<file path="config.mk">
export PLATFORM = sky130hd
export DESIGN_NAME = bitstream_loader_flat
export DESIGN_NICKNAME = d
export VERILOG_FILES = /design/src/rtl/bitstream_loader_if.sv /design/src/rtl/bitstream_loader.sv /design/src/flat_wrapper.sv
export SDC_FILE = /design/constraint.sdc
export NUM_CORES = 1
export LEC_CHECK = 0
export ABC_CLOCK_PERIOD_IN_PS = 1790
export BUFFER_PORTS_ARGS = -buffer_cell sky130_fd_sc_hd__buf_4
export CAP_MARGIN = 15
export CORE_ASPECT_RATIO = 1.1
export CORE_MARGIN = 4
export CORE_UTILIZATION = 30
export CTS_CLUSTER_DIAMETER = 50
export CTS_CLUSTER_SIZE = 24
export DETAILED_ROUTE_END_ITERATION = 8
export PLACE_DENSITY_LB_ADDON = 0.15
export SLEW_MARGIN = 15
export SYNTH_ARGS = -nofsm -noshare
export SYNTH_HDL_FRONTEND = slang
export SYNTH_SLANG_ARGS = --single-unit
</file>
<file path="constraint.sdc">
create_clock -name clk -period 1.79 [get_ports clk]
set_input_delay 0.2685 -clock clk [delete_from_list [all_inputs] [get_ports clk]]
set_output_delay 0.2685 -clock clk [all_outputs]
set_load 0.05 [all_outputs]
</file>
<file path="src/rtl/bitstream_loader_if.sv">
// Signal bundle between the host byte link, the bitstream loader and the
// configuration scan chain.
interface bitstream_loader_if #(
  parameter int CHAIN_LEN = 1024
);
  localparam int CW = $clog2(CHAIN_LEN + 1);

  // Byte handshake: s_data moves on a rising clk where s_valid & s_ready are
  // both high. s_valid may rise at any time and is ignored while s_ready is
  // low; s_ready is high only while the loader waits for its next byte.
  logic          start;
  logic          abort;
  logic [7:0]    s_data;
  logic          s_valid;
  logic          s_ready;
  logic          prog_clk;
  logic          prog_en;
  logic          prog_in;
  logic          chain_tail;
  logic [7:0]    rb_data;
  logic          rb_valid;
  logic          busy;
  logic          done;
  logic [CW-1:0] bit_count;

  modport master (
    output start, abort, s_data, s_valid, chain_tail,
    input  s_ready, prog_clk, prog_en, prog_in, rb_data, rb_valid, busy, done, bit_count
  );

  modport slave (
    input  start, abort, s_data, s_valid, chain_tail,
    output s_ready, prog_clk, prog_en, prog_in, rb_data, rb_valid, busy, done, bit_count
  );
endinterface

</file>
<file path="src/rtl/bitstream_loader.sv">
// Serialises host config bytes MSB-first into the fabric scan chain, drives
// prog_clk/prog_en and packs the bits leaving the chain tail into readback bytes.
module bitstream_loader #(
  parameter int CHAIN_LEN   = 1024,
  parameter int HALF_PERIOD = 1
) (
  input  logic              clk,
  input  logic              rst,
  bitstream_loader_if.slave bus,
  output logic [2:0]        o_dbg_state
);
  localparam int CW = $clog2(CHAIN_LEN + 1);
  localparam int HW = (HALF_PERIOD > 1) ? $clog2(HALF_PERIOD) : 1;
  localparam logic [CW-1:0] LAST_BIT = CW'(CHAIN_LEN - 1);
  localparam logic [HW-1:0] HP_LAST  = HW'(HALF_PERIOD - 1);

  typedef enum logic [2:0] {
    S_IDLE     = 3'd0,
    S_FETCH    = 3'd1,
    S_SHIFT_LO = 3'd2,
    S_SHIFT_HI = 3'd3,
    S_DONE     = 3'd4
  } state_t;

  state_t        r_state;
  logic [6:0]    r_sreg;       // bits still to send after the one on prog_in
  logic [2:0]    r_bit_idx;
  logic [CW-1:0] r_bit_count;
  logic [HW-1:0] r_hp_cnt;
  logic [7:0]    r_rb_sreg;
  logic [2:0]    r_rb_cnt;
  logic          r_prog_clk;
  logic          r_prog_en;
  logic          r_prog_in;
  logic [7:0]    r_rb_data;
  logic          r_rb_valid;
  logic          r_done;

  logic          w_phase_end;
  logic          w_last_bit;
  logic          w_group_full;

  assign w_phase_end  = (r_hp_cnt == HP_LAST);
  assign w_last_bit   = (r_bit_count == LAST_BIT);
  assign w_group_full = (r_rb_cnt == 3'd7);

  always_ff @(posedge clk) begin
    if (rst) begin
      r_state     <= S_IDLE;
      r_sreg      <= '0;
      r_bit_idx   <= '0;
      r_bit_count <= '0;
      r_hp_cnt    <= '0;
      r_rb_sreg   <= '0;
      r_rb_cnt    <= '0;
      r_prog_clk  <= 1'b0;
      r_prog_en   <= 1'b0;
      r_prog_in   <= 1'b0;
      r_rb_data   <= '0;
      r_rb_valid  <= 1'b0;
      r_done      <= 1'b0;
    end else begin
      r_rb_valid <= 1'b0;
      r_done     <= 1'b0;
      if (bus.abort) begin
        // prog_clk drops together with prog_en so the chain never sees a runt pulse
        r_state    <= S_IDLE;
        r_prog_en  <= 1'b0;
        r_prog_clk <= 1'b0;
        r_hp_cnt   <= '0;
      end else begin
        case (r_state)
          S_IDLE: begin
            if (bus.start) begin
              r_state     <= S_FETCH;
              r_bit_count <= '0;
              r_rb_cnt    <= '0;
              r_prog_en   <= 1'b1;
            end
          end
          S_FETCH: begin
            if (bus.s_valid) begin
              r_prog_in <= bus.s_data[7];
              r_sreg    <= bus.s_data[6:0];
              r_bit_idx <= 3'd7;
              r_hp_cnt  <= '0;
              r_state   <= S_SHIFT_LO;
            end
          end
          S_SHIFT_LO: begin
            if (w_phase_end) begin
              r_rb_sreg  <= {r_rb_sreg[6:0], bus.chain_tail};
              r_hp_cnt   <= '0;
              r_prog_clk <= 1'b1;
              r_state    <= S_SHIFT_HI;
            end else begin
              r_hp_cnt <= r_hp_cnt + 1'b1;
            end
          end
          S_SHIFT_HI: begin
            if (w_phase_end) begin
              r_hp_cnt    <= '0;
              r_prog_clk  <= 1'b0;
              r_bit_count <= r_bit_count + 1'b1;
              r_rb_cnt    <= r_rb_cnt + 1'b1;
              // a short final group is left-aligned so its first bit stays in the MSB
              if (w_group_full) begin
                r_rb_data  <= r_rb_sreg;
                r_rb_valid <= 1'b1;
              end else if (w_last_bit) begin
                r_rb_data  <= r_rb_sreg << (3'd7 - r_rb_cnt);
                r_rb_valid <= 1'b1;
              end
              if (w_last_bit) begin
                r_state   <= S_DONE;
                r_prog_en <= 1'b0;
                r_done    <= 1'b1;
              end else if (r_bit_idx == 3'd0) begin
                r_state <= S_FETCH;
              end else begin
                r_bit_idx <= r_bit_idx - 1'b1;
                r_prog_in <= r_sreg[6];
                r_sreg    <= {r_sreg[5:0], 1'b0};
                r_state   <= S_SHIFT_LO;
              end
            end else begin
              r_hp_cnt <= r_hp_cnt + 1'b1;
            end
          end
          S_DONE: begin
            r_state <= S_IDLE;
          end
          default: begin
            r_state <= S_IDLE;
          end
        endcase
      end
    end
  end

  assign bus.s_ready   = (r_state == S_FETCH);
  assign bus.busy      = (r_state != S_IDLE);
  assign bus.prog_clk  = r_prog_clk;
  assign bus.prog_en   = r_prog_en;
  assign bus.prog_in   = r_prog_in;
  assign bus.rb_data   = r_rb_data;
  assign bus.rb_valid  = r_rb_valid;
  assign bus.done      = r_done;
  assign bus.bit_count = r_bit_count;
  assign o_dbg_state   = r_state;
endmodule
</file>
<file path="src/flat_wrapper.sv">
// flat-port wrapper written by rule: the top's interface ports become plain ports
module bitstream_loader_flat 
#(
  parameter int CHAIN_LEN   = 1024,
  parameter int HALF_PERIOD = 1
)
  (clk, rst, o_dbg_state, bus_start, bus_abort, bus_s_data, bus_s_valid, bus_chain_tail, bus_s_ready, bus_prog_clk, bus_prog_en, bus_prog_in, bus_rb_data, bus_rb_valid, bus_busy, bus_done, bus_bit_count);
  bitstream_loader_if #(.CHAIN_LEN(CHAIN_LEN)) bus_i ();
  input  logic clk;
  input  logic rst;
  output logic [2:0] o_dbg_state;
  input wire logic [$bits(bus_i.start)-1:0] bus_start;
  input wire logic [$bits(bus_i.abort)-1:0] bus_abort;
  input wire logic [$bits(bus_i.s_data)-1:0] bus_s_data;
  input wire logic [$bits(bus_i.s_valid)-1:0] bus_s_valid;
  input wire logic [$bits(bus_i.chain_tail)-1:0] bus_chain_tail;
  output wire logic [$bits(bus_i.s_ready)-1:0] bus_s_ready;
  output wire logic [$bits(bus_i.prog_clk)-1:0] bus_prog_clk;
  output wire logic [$bits(bus_i.prog_en)-1:0] bus_prog_en;
  output wire logic [$bits(bus_i.prog_in)-1:0] bus_prog_in;
  output wire logic [$bits(bus_i.rb_data)-1:0] bus_rb_data;
  output wire logic [$bits(bus_i.rb_valid)-1:0] bus_rb_valid;
  output wire logic [$bits(bus_i.busy)-1:0] bus_busy;
  output wire logic [$bits(bus_i.done)-1:0] bus_done;
  output wire logic [$bits(bus_i.bit_count)-1:0] bus_bit_count;
  assign bus_i.start = bus_start;
  assign bus_i.abort = bus_abort;
  assign bus_i.s_data = bus_s_data;
  assign bus_i.s_valid = bus_s_valid;
  assign bus_i.chain_tail = bus_chain_tail;
  assign bus_s_ready = bus_i.s_ready;
  assign bus_prog_clk = bus_i.prog_clk;
  assign bus_prog_en = bus_i.prog_en;
  assign bus_prog_in = bus_i.prog_in;
  assign bus_rb_data = bus_i.rb_data;
  assign bus_rb_valid = bus_i.rb_valid;
  assign bus_busy = bus_i.busy;
  assign bus_done = bus_i.done;
  assign bus_bit_count = bus_i.bit_count;
  bitstream_loader #(.CHAIN_LEN(CHAIN_LEN), .HALF_PERIOD(HALF_PERIOD)) u_core (.clk(clk), .rst(rst), .bus(bus_i), .o_dbg_state(o_dbg_state));
endmodule
</file>
# Word-level counts from Yosys, hierarchy flattened
# Index checks and enable logic that the tools add are counted.
dict set report totals {
  reg_bits 49
  inputBits 14
  out_inout_bits 29
}
dict set report op_classes {
  addsub 5
  eq_ne 12
  shifts 1
  mux 42
  n_bitwise 3
  reduce_logical 19
}
# op n
set ops {}
lappend ops {{3-bit 2-to-1 mux} 11}
lappend ops {{7-bit 2-to-1 mux} 4}
lappend ops {{11-bit 2-to-1 mux} 2}
lappend ops {{11-bit case mux with 2 select lines} 1}
lappend ops {{8-bit 2-to-1 mux} 2}
lappend ops {{4-bit AND reduction} 4}
lappend ops {{7-bit case mux with 2 select lines} 1}
lappend ops {{1-bit 2-to-1 mux} 13}
lappend ops {{2-bit inequality test (second input constant)} 6}
lappend ops {{3-bit case mux with 2 select lines} 2}
lappend ops {{3-bit case mux with 4 select lines} 1}
lappend ops {{11-bit by 1-bit adder with 11-bit output (second input constant)} 1}
lappend ops {{11-bit by 10-bit equality test with 1-bit output (second input constant)} 1}
lappend ops {{2-bit nonzero test} 5}
lappend ops {{1-bit case mux with 2 select lines} 4}
lappend ops {{8-bit by 3-bit << shifter with 8-bit output} 1}
lappend ops {{3-bit by 2-bit equality test with 1-bit output (second input constant)} 2}
lappend ops {{3-bit logical NOT} 2}
lappend ops {{3-bit AND reduction} 2}
lappend ops {{6-bit AND reduction} 1}
lappend ops {{2-bit OR reduction} 2}
lappend ops {{4-bit OR reduction} 1}
lappend ops {{3-bit by 1-bit adder with 3-bit output (second input constant)} 1}
lappend ops {{3-bit by 1-bit equality test with 1-bit output (second input constant)} 1}
lappend ops {{other kinds (9)} 11}

# Longest topological paths before layout
# Gate-level depths: netlist (run 1).
dict set report logic_depth {
  depth_word 5
  ltp_mapped 7
  ltp_nobuf 6
}

# Worst setup path after synthesis (run 1)
# No wires, ideal clock.
dict set report synth_timing {
  path_kind {register -> output}
  startpoint {reg u_core.r_state[0], in the netlist u_core.o_dbg_state[0]}
  endpoint {out bus_s_ready}
  t_arrival_ns 2.147
  setup_slack_ns -0.625
  path_stages_with_launch 4
  n_path_buf 1
  path_cell_list {dfxtp_1 clkbuf_1 inv_1 nor3_1}
}
dict set report synth_between {
  elab_chain_len 1
}
# item line
set synth_lines {}
lappend synth_lines {{from (decl)} bitstream_loader.sv:25} ;# state_t r_state;
lappend synth_lines {{from (signal assigned)} bitstream_loader.sv:49} ;# r_state <= S_IDLE;
lappend synth_lines {{from (signal assigned)} bitstream_loader.sv:67} ;# r_state <= S_IDLE;
lappend synth_lines {{from (signal assigned)} bitstream_loader.sv:75} ;# r_state <= S_FETCH;
lappend synth_lines {{3-bit by 1-bit equality test with 1-bit output} bitstream_loader.sv:141} ;# assign bus.s_ready = (r_state == S_FETCH);
lappend synth_lines {{to (decl)} flat_wrapper.sv:17} ;# output wire logic [$bits(bus_i.s_ready)-1:0] bus_s_ready;
# Every way passes these cells.

# Worst setup path in the final report (run 1)
# Same ends and word-level chain as after synthesis.

==> out/results.txt, run 1 <==
ant diodes: 0
vias post-DR: 2425
clock buffer depth: 2
post-detailed-route wirelength per cell: 15.3 um
Final HPWL DP: 4930 um
Net Sw Power: 0.000473 W
first-pass GRT wire length: 11500 um
worst-margin pin slew: 549 ps
CTS tree: yes
PortBufs: 42
final worst setup slack: 106 ps
Peak Freq: 594 MHz
Clock Skews: 7.33 ps
Total GRT Usage: 14.0%
# IOs: 43
Synth Warn #: 0
vias in the first global route: 2302
dpl ws: 28.3 ps
Seq/Total Area, Yosys: 37.4%
Root Buffer: clkbuf_8
Die Height: 105 um
# DRC: 0
core area: 8360 um^2
Internal Power: 0.00156 W
Layout area overhead: 28.3%
Die W: 96.3 um
slowest stage delay, CP: 430 ps
Synth Cell Area: 2570 um^2
setup violators final: 0
# rows: 35
Inserted Clock Buffers: 5
critical path class: register to output port
Post-DRT Antenna Nets: 0
Worst setup EP type: output port
crit path max fanout: 13
Unique masters post-synth: 55
power share of the clock group: 38.3%
layout cells sized above 1: 32.9%
initial antenna violation count: 0
Most Frequent Cell on Critical Path: buf_4
largest net degree at the start of global routing: 51
Seq pwr share: 53.2%
post-CTS setup buffers: 0
nets: 365
post-CTS sizing: 0
TritonRoute pass-1 iters: 4
Worst VDD drop: 0.287 mV
Via density: 5.29
Post-CTS Hold Buffers: 0
slowest stage cell, crit path: dfxtp_4
outcome: completed
Total Routed Length: 7010 um
average cell area after synthesis: 8.72 um^2
Seq cells post-synth: 48
Worst-Skew Late Latency: 300 ps
Post-Synthesis Net Count: 314
Critical Path AT: 1420 ps
initial cell density of the core: 30.8%
Post-Syn Instances: 295
EDFF count, synth: 0
Multi-input gate area: 1540 um^2
asr flop ratio synth: 0%
Max transition margin: 63.4%
global route total overflow: 0
total leakage power: 1.17 nW
max-cap viol count: 0
max-slew violations: 0
Gate power share: 8.5%
HP Class: input port to register
Sequential Area: 987 um^2
prevailing post-synth register cell: dfxtp_1
Layout fillers: 863
CTS clk-pin slew, worst paths: 90 ps
placed cells: 450
RSZ-0062 raised after global routing: yes
H-Tree Depth: 2
overall power: 0.00203 W
Placer Congestion: 0.825
fin crit share: 94.1%
TNS Setup: 0 ps
Power Dens Cells: 616 nW/um^2
non-filler cells, final: 458
startpoint types: register
initial DRC count: 90
CP cell instances: buf_4 -> inv_1 -> nor3_4 -> buf_4
die area: 10100 um^2
Switching Fraction: 23.3%
TritonCTS sink count: 48
Required @ worst endpoint: 1520 ps
Final min period: 1680 ps
Final Hold Violating Endpoints: 0
==> per-layer routing <==
metal	routed length [um]	vias up	share of wire, %	GRT usage [%]
met5	0	-	0	0
met4	70	0	1.0	3.31
met3	279	6	4.0	2.30
met2	3330	46	48	22.6
met1	3330	1159	47	19.3
li1	-	1214	-	-
==> worst max-delay path, delay by kind of cell, from the launching register on <==
family / cells / cell delay [ps]
buf+inv: 3 / 510
flops: 1 / 430
simple gates: 1 / 170
==> power by group through the flow <==
stage	sequential, W	clock, W	combinational, W
floorplan	0.00111	0	0.000100
global placement	0.00111	0	0.000172
detailed placement	0.00111	0	0.000172
CTS	0.00108	0.000813	0.000173
global route	0.00108	0.000847	0.000189
finish	0.00108	0.000778	0.000173
==> layout by cell type, fill, tap and decap left out, drive strengths merged, types with 6 or more instances in the layout <==
cell	Yosys	layout
o21ai	18	18
nor2b	11	11
buf	7	67
nand2	26	26
o21bai	7	7
a211oi	8	8
a21oi	22	22
nand3	11	11
a41oi	8	8
dfxtp	48	48
nor2	19	19
inv	7	7
o221a	7	7
clkbuf	16	6
==> stage by stage <==
step / hold slack (ps) / instance area [um^2] / utilization (%)
2_1_floorplan: 404 / 2620 / -
3_3_place_gp: 458 / 3170 / 37.8
3_5_place_dp: 457 / 3170 / 37.8
4_1_cts: 185 / 3270 / 39.1
5_1_grt: 180 / 3300 / 39.4
6_report: 187 / 3300 / 39.4
==> layout make-up <==
| cell class | instances | share of cell area [%] |
|---|---|---|
| multi-input combinational | 217 | 46.6 |
| timing repair buffer | 67 | 15.2 |
| clock inverter | 2 | 1.06 |
| clock buffer | 6 | 2.20 |
| inverter | 7 | 0.796 |
| sequential | 48 | 29.9 |
| tap | 111 | 4.21 |
==> path summary, 6_finish.rpt <==
path | start | end | slack, ps | depth (start not counted)
max | u_core.o_dbg_state[0] | bus_s_ready | 110 | 4
min | bus_abort | u_core.o_dbg_state[2] | 190 | 2
max reg2reg | u_core.bus.bit_count[0] | u_core.r_sreg[2] | 110 | 5
min reg2reg | u_core.r_bit_idx[1] | u_core.r_bit_idx[1] | 480 | 1
==> flip-flops by register name, summed over array words and instances (netlist names) <==
register,flops
u_core.r_bit_idx,3
u_core.bus.rb_data,8
u_core.bus.prog_clk,1
u_core.r_rb_cnt,3
u_core.o_dbg_state,3
u_core.bus.prog_en,1
u_core.bus.done,1
u_core.bus.bit_count,11
u_core.r_rb_sreg,8
u_core.bus.prog_in,1
u_core.r_sreg,7
u_core.bus.rb_valid,1
==> Yosys cell counts (7+ instances only) <==
| cell | n | area, um^2 |
|---|---|---|
| dfxtp_1 | 48 | 961 |
| nand2_1 | 26 | 97.6 |
| a21oi_1 | 22 | 110 |
| nor2_1 | 19 | 71.3 |
| o21ai_0 | 18 | 90.1 |
| clkbuf_1 | 16 | 60.1 |
| nor2b_1 | 11 | 68.8 |
| nand3_1 | 10 | 50.1 |
| a41oi_1 | 8 | 70.1 |
| a211oi_1 | 7 | 52.6 |
| inv_1 | 7 | 26.3 |
| o21bai_1 | 7 | 52.6 |
| o221a_1 | 7 | 78.8 |
==> cell families (layout without fill, tap and decap cells) <==
kind of cell | count (synthesis) | count (layout) | synth area share, %
fa+ha+maj | 5 | 5 | 2.43
mux | 10 | 10 | 5.50
buf+inv | 30 | 82 | 4.91
compound gates | 101 | 101 | 28.1
simple gates | 101 | 101 | 21.7
flops | 48 | 48 | 37.4
Power figures use the tool's default switching activity.
==> inputs of run 2 (changes only) <==
--- a/config.mk
+++ b/config.mk
@@ -10,7 +10,7 @@
 export CAP_MARGIN = 15
 export CORE_ASPECT_RATIO = 1.1
 export CORE_MARGIN = 4
-export CORE_UTILIZATION = 30
+export CORE_UTILIZATION = 50
 export CTS_CLUSTER_DIAMETER = 50
 export CTS_CLUSTER_SIZE = 24
 export DETAILED_ROUTE_END_ITERATION = 8
==> run 2 against run 1 <==
Die area decreased by 37%; cell count decreased by 13%; final area decreased by 4.0%; total power decreased by 4.9%; register-to-register slack about the same; critical path depth decreased by 1; critical endpoint is now bus_busy.
==> out/results.txt, run 2 (synthesis gave the netlist of run 1 again) <==
Post-CTS Hold Buffers: 0
PortBufs: 42
Worst-Skew Late Latency: 300 ps
slowest stage delay, CP: 400 ps
Inserted Clock Buffers: 5
Max transition margin: 63.4%
first-pass GRT wire length: 10700 um
max reg flops: 11
Power Dens Cells: 611 nW/um^2
Placer Congestion: 0.848
CP Buf/Inv Count: 2
Total Routed Length: 6420 um
Critical Path AT: 1440 ps
core area: 5000 um^2
Total GRT Usage: 20.2%
layout cells sized above 1: 31.3%
Required @ worst endpoint: 1520 ps
max-cap viol count: 0
fin crit share: 95.7%
Root Buffer: clkbuf_8
# rows: 27
post-CTS sizing: 0
largest net degree at the start of global routing: 51
TNS Setup: 0 ps
H-Tree Depth: 2
initial cell density of the core: 51.5%
outcome: completed
total leakage power: 1.14 nW
TritonCTS sink count: 48
final worst setup slack: 77.8 ps
Final HPWL DP: 4460 um
clock buffer depth: 2
# DRC: 0
crit path max fanout: 14
Final Hold Violating Endpoints: 0
die area: 6360 um^2
RSZ-0062 raised after global routing: no
Worst VDD drop: 0.366 mV
post-detailed-route wirelength per cell: 16.1 um
critical path class: register to output port
Most Frequent Cell on Critical Path: buf_4
vias in the first global route: 2304
Die Height: 83.2 um
global route total overflow: 0
startpoint types: register
Layout area overhead: 23.1%
commonest non-fill, non-tap cell in the layout: buf_4
max-slew violations: 0
post-CTS setup buffers: 0
most frequent cells in the layout: buf_4, dfxtp_1, nand2_1
HP Class: input port to register
nets: 360
Die W: 76.4 um
CTS clk-pin slew, worst paths: 90 ps
ant diodes: 0
worst hold slack: 184 ps
Clock Skews: 7.21 ps
dpl ws: 56.8 ps
worst-margin pin slew: 549 ps
Peak Freq: 584 MHz
Final min period: 1710 ps
initial DRC count: 183
CTS tree: yes
CP cell instances: buf_4 -> or3_4 -> buf_4
CP top delay family: flip-flops
setup violators final: 0
Post-DRT Antenna Nets: 0
Via density: 6.18
# IOs: 43
slowest stage cell, crit path: dfxtp_2
Worst setup EP type: output port
initial antenna violation count: 0
vias post-DR: 2470
TritonRoute pass-1 iters: 4
run 2: cell types whose count changed in the layout (fill, tap and decap cells not counted), sizes merged:
cell and delta:
bufinv -1, buf -5, clkinv +1
run 2: per-stage QoR:
step	total power [W]	instances	area, um^2	utilization [%]
floorplan	0.00122	295	2620	-
global placement	0.00127	392	3060	61.2
detailed placement	0.00128	392	3060	61.2
CTS	0.00195	400	3150	63.1
global route	0.00200	400	3170	63.3
finish	0.00193	400	3170	63.3
run 2: power breakdown:
group	internal [W]	total (W)	switching [W]	leakage [nW]
combinational	0.0000719	0.000172	0.000100	0.696
clock	0.000309	0.000680	0.000371	0.0510
sequential	0.00107	0.00108	0.00000880	0.395
run 2: per-layer routing:
metal	vias to the layer above	GRT usage, %	share of wire [%]
met3	7	4.45	4.4
met2	53	34.1	48
met5	-	0	0
met4	0	6.92	1.5
li1	1210	-	-
met1	1200	25.3	46
run 2: path summary, 6_finish.rpt:
kind | start | end | slack (ps) | cells after the start
setup / recovery | u_core.o_dbg_state[1] | bus_busy | 80 | 3
hold / removal | bus_abort | u_core.o_dbg_state[2] | 180 | 2
setup reg to reg | u_core.bus.bit_count[0] | u_core.r_sreg[2] | 100 | 5
hold reg to reg | u_core.bus.prog_clk | u_core.bus.prog_clk | 490 | 2
run 2: cell type report:
cell class	instances	area (um^2)
Timing Repair Buffer	62	469
Tap cell	58	72.6
Fill cell	435	1830
Clock buffer	6	82.6
Clock inverter	2	10.0
Multi-Input combinational cell	217	1520
Sequential cell	48	983
Inverter	7	26.3
==> inputs of run 3 (changes only) <==
--- a/config.mk
+++ b/config.mk
@@ -5,7 +5,7 @@
 export SDC_FILE = /design/constraint.sdc
 export NUM_CORES = 1
 export LEC_CHECK = 0
-export ABC_CLOCK_PERIOD_IN_PS = 1790
+export ABC_CLOCK_PERIOD_IN_PS = 2140
 export BUFFER_PORTS_ARGS = -buffer_cell sky130_fd_sc_hd__buf_4
 export CAP_MARGIN = 15
 export CORE_ASPECT_RATIO = 1.1
==> constraint.sdc (replaced) <==
create_clock -name clk -period 2.14 [get_ports clk]
set_input_delay 0.321 -clock clk [delete_from_list [all_inputs] [get_ports clk]]
set_output_delay 0.321 -clock clk [all_outputs]
set_load 0.05 [all_outputs]
==> run 3 against run 2 <==
Total power shrank 17%; non-clock buffer count shrank 8; clock skew is essentially flat; sequential power shrank 16%; routed wire length shrank 2.2%; worst hold slack gained 57 ps; first-iteration DRC count shrank 4.4%.
==> out/results.txt, run 3 (synthesis gave the netlist of run 1 again) <==
commonest non-fill, non-tap cell in the layout: buf_4
initial cell density of the core: 51.5%
RSZ-0062 raised after global routing: no
Final HPWL DP: 4310 um
CP cell instances: ha_1 -> nand4_4 -> o31a_1 -> o21a_1 -> o221a_1
worst-margin pin slew: 549 ps
Root Buffer: clkbuf_8
global route total overflow: 0
Post-DRT Antenna Nets: 0
PortBufs: 42
crit path max fanout: 9
slowest stage cell, crit path: dfxtp_2
Via density: 6.06
TritonRoute pass-1 iters: 5
post-CTS sizing: 0
Final min period: 1960 ps
total leakage power: 1.10 nW
Layout area overhead: 18.6%
max-cap viol count: 0
Die Height: 83.2 um
largest net degree at the start of global routing: 51
nets: 352
Power Dens Cells: 524 nW/um^2
layout cells sized above 1: 24.6%
setup violators final: 0
Worst setup EP type: register
max-slew violations: 0
Critical Path AT: 2150 ps
core area: 5000 um^2
Die W: 76.4 um
H-Tree Depth: 2
post-detailed-route wirelength per cell: 16.0 um
die area: 6360 um^2
fin crit share: 91.5%
post-CTS setup buffers: 0
overall power: 0.00160 W
# DRC: 0
HP Class: input port to register
outcome: completed
clock buffer depth: 2
Inserted Clock Buffers: 5
slowest stage delay, CP: 390 ps
Clock Skews: 6.96 ps
Worst-Skew Late Latency: 300 ps
CTS clk-pin slew, worst paths: 90 ps
Total Routed Length: 6280 um
initial DRC count: 175
Worst VDD drop: 0.287 mV
most frequent cells in the layout: buf_4, dfxtp_1, nand2_1
# IOs: 43
Required @ worst endpoint: 2330 ps
Max transition margin: 63.4%
vias post-DR: 2377
TNS Setup: 0 ps
Post-CTS Hold Buffers: 0
initial antenna violation count: 0
Peak Freq: 511 MHz
ant diodes: 0
Placer Congestion: 0.892
Total GRT Usage: 20.0%
# rows: 27
critical path class: register to register
first-pass GRT wire length: 10700 um
Final Hold Violating Endpoints: 0
startpoint types: register
max reg flops: 11
CTS tree: yes
vias in the first global route: 2245
TritonCTS sink count: 48
[run 3: worst paths after layout]
path | from | to | slack (ps) | cells after the start
worst max-delay path | u_core.bus.bit_count[0] | u_core.r_sreg[1] | 180 | 5
worst min-delay path | bus_abort | u_core.bus.prog_en | 240 | 2
worst max register to register | u_core.bus.bit_count[0] | u_core.r_sreg[1] | 180 | 5
worst min register to register | u_core.bus.rb_data[0] | u_core.bus.rb_data[0] | 480 | 2
[run 3: where the power goes]
| group | leakage [nW] | internal, W | switching, W |
|---|---|---|---|
| clock | 0.0510 | 0.000258 | 0.000299 |
| combinational | 0.656 | 0.0000534 | 0.0000819 |
| sequential | 0.388 | 0.000900 | 0.00000673 |
[run 3: cell type report]
type	count	area, um^2
Sequential cell	48	963
Fill cell	464	1950
Inverter	7	26.3
Clock inverter	2	10.0
Clock buffer	6	82.6
Timing Repair Buffer	54	405
Tap cell	58	72.6
Multi-Input combinational cell	217	1490
[run 3: per-layer routing]
layer	share of wire (%)	vias up	wire, um	global-route usage [%]
met5	0	-	0	0
met4	1.2	0	76	5.60
met3	4.5	8	282	4.88
met2	49	52	3080	32.9
met1	45	1126	2850	25.9
li1	-	1191	-	-
[run 3: per-stage QoR]
step / cell area (um^2) / utilization [%] / instances / worst slack (ps) / hold slack [ps]
2_1_floorplan: 2580 / - / 295 / 79.1 / 440
3_3_place_gp: 2960 / 59.2 / 384 / 229 / 454
3_5_place_dp: 2960 / 59.2 / 384 / 187 / 471
4_1_cts: 3050 / 61.0 / 392 / 180 / 233
5_1_grt: 3050 / 61.0 / 392 / 38.8 / 240
6_report: 3050 / 61.0 / 392 / 181 / 241
[run 3: critical path: cells and delay by family, from the launching register on]
family | cells | cell delay [ps]
and+or+nand+nor | 1 | 180
DFF | 1 | 390
AOI/OAI and AO/OA | 3 | 980
adders and majority gates | 1 | 290
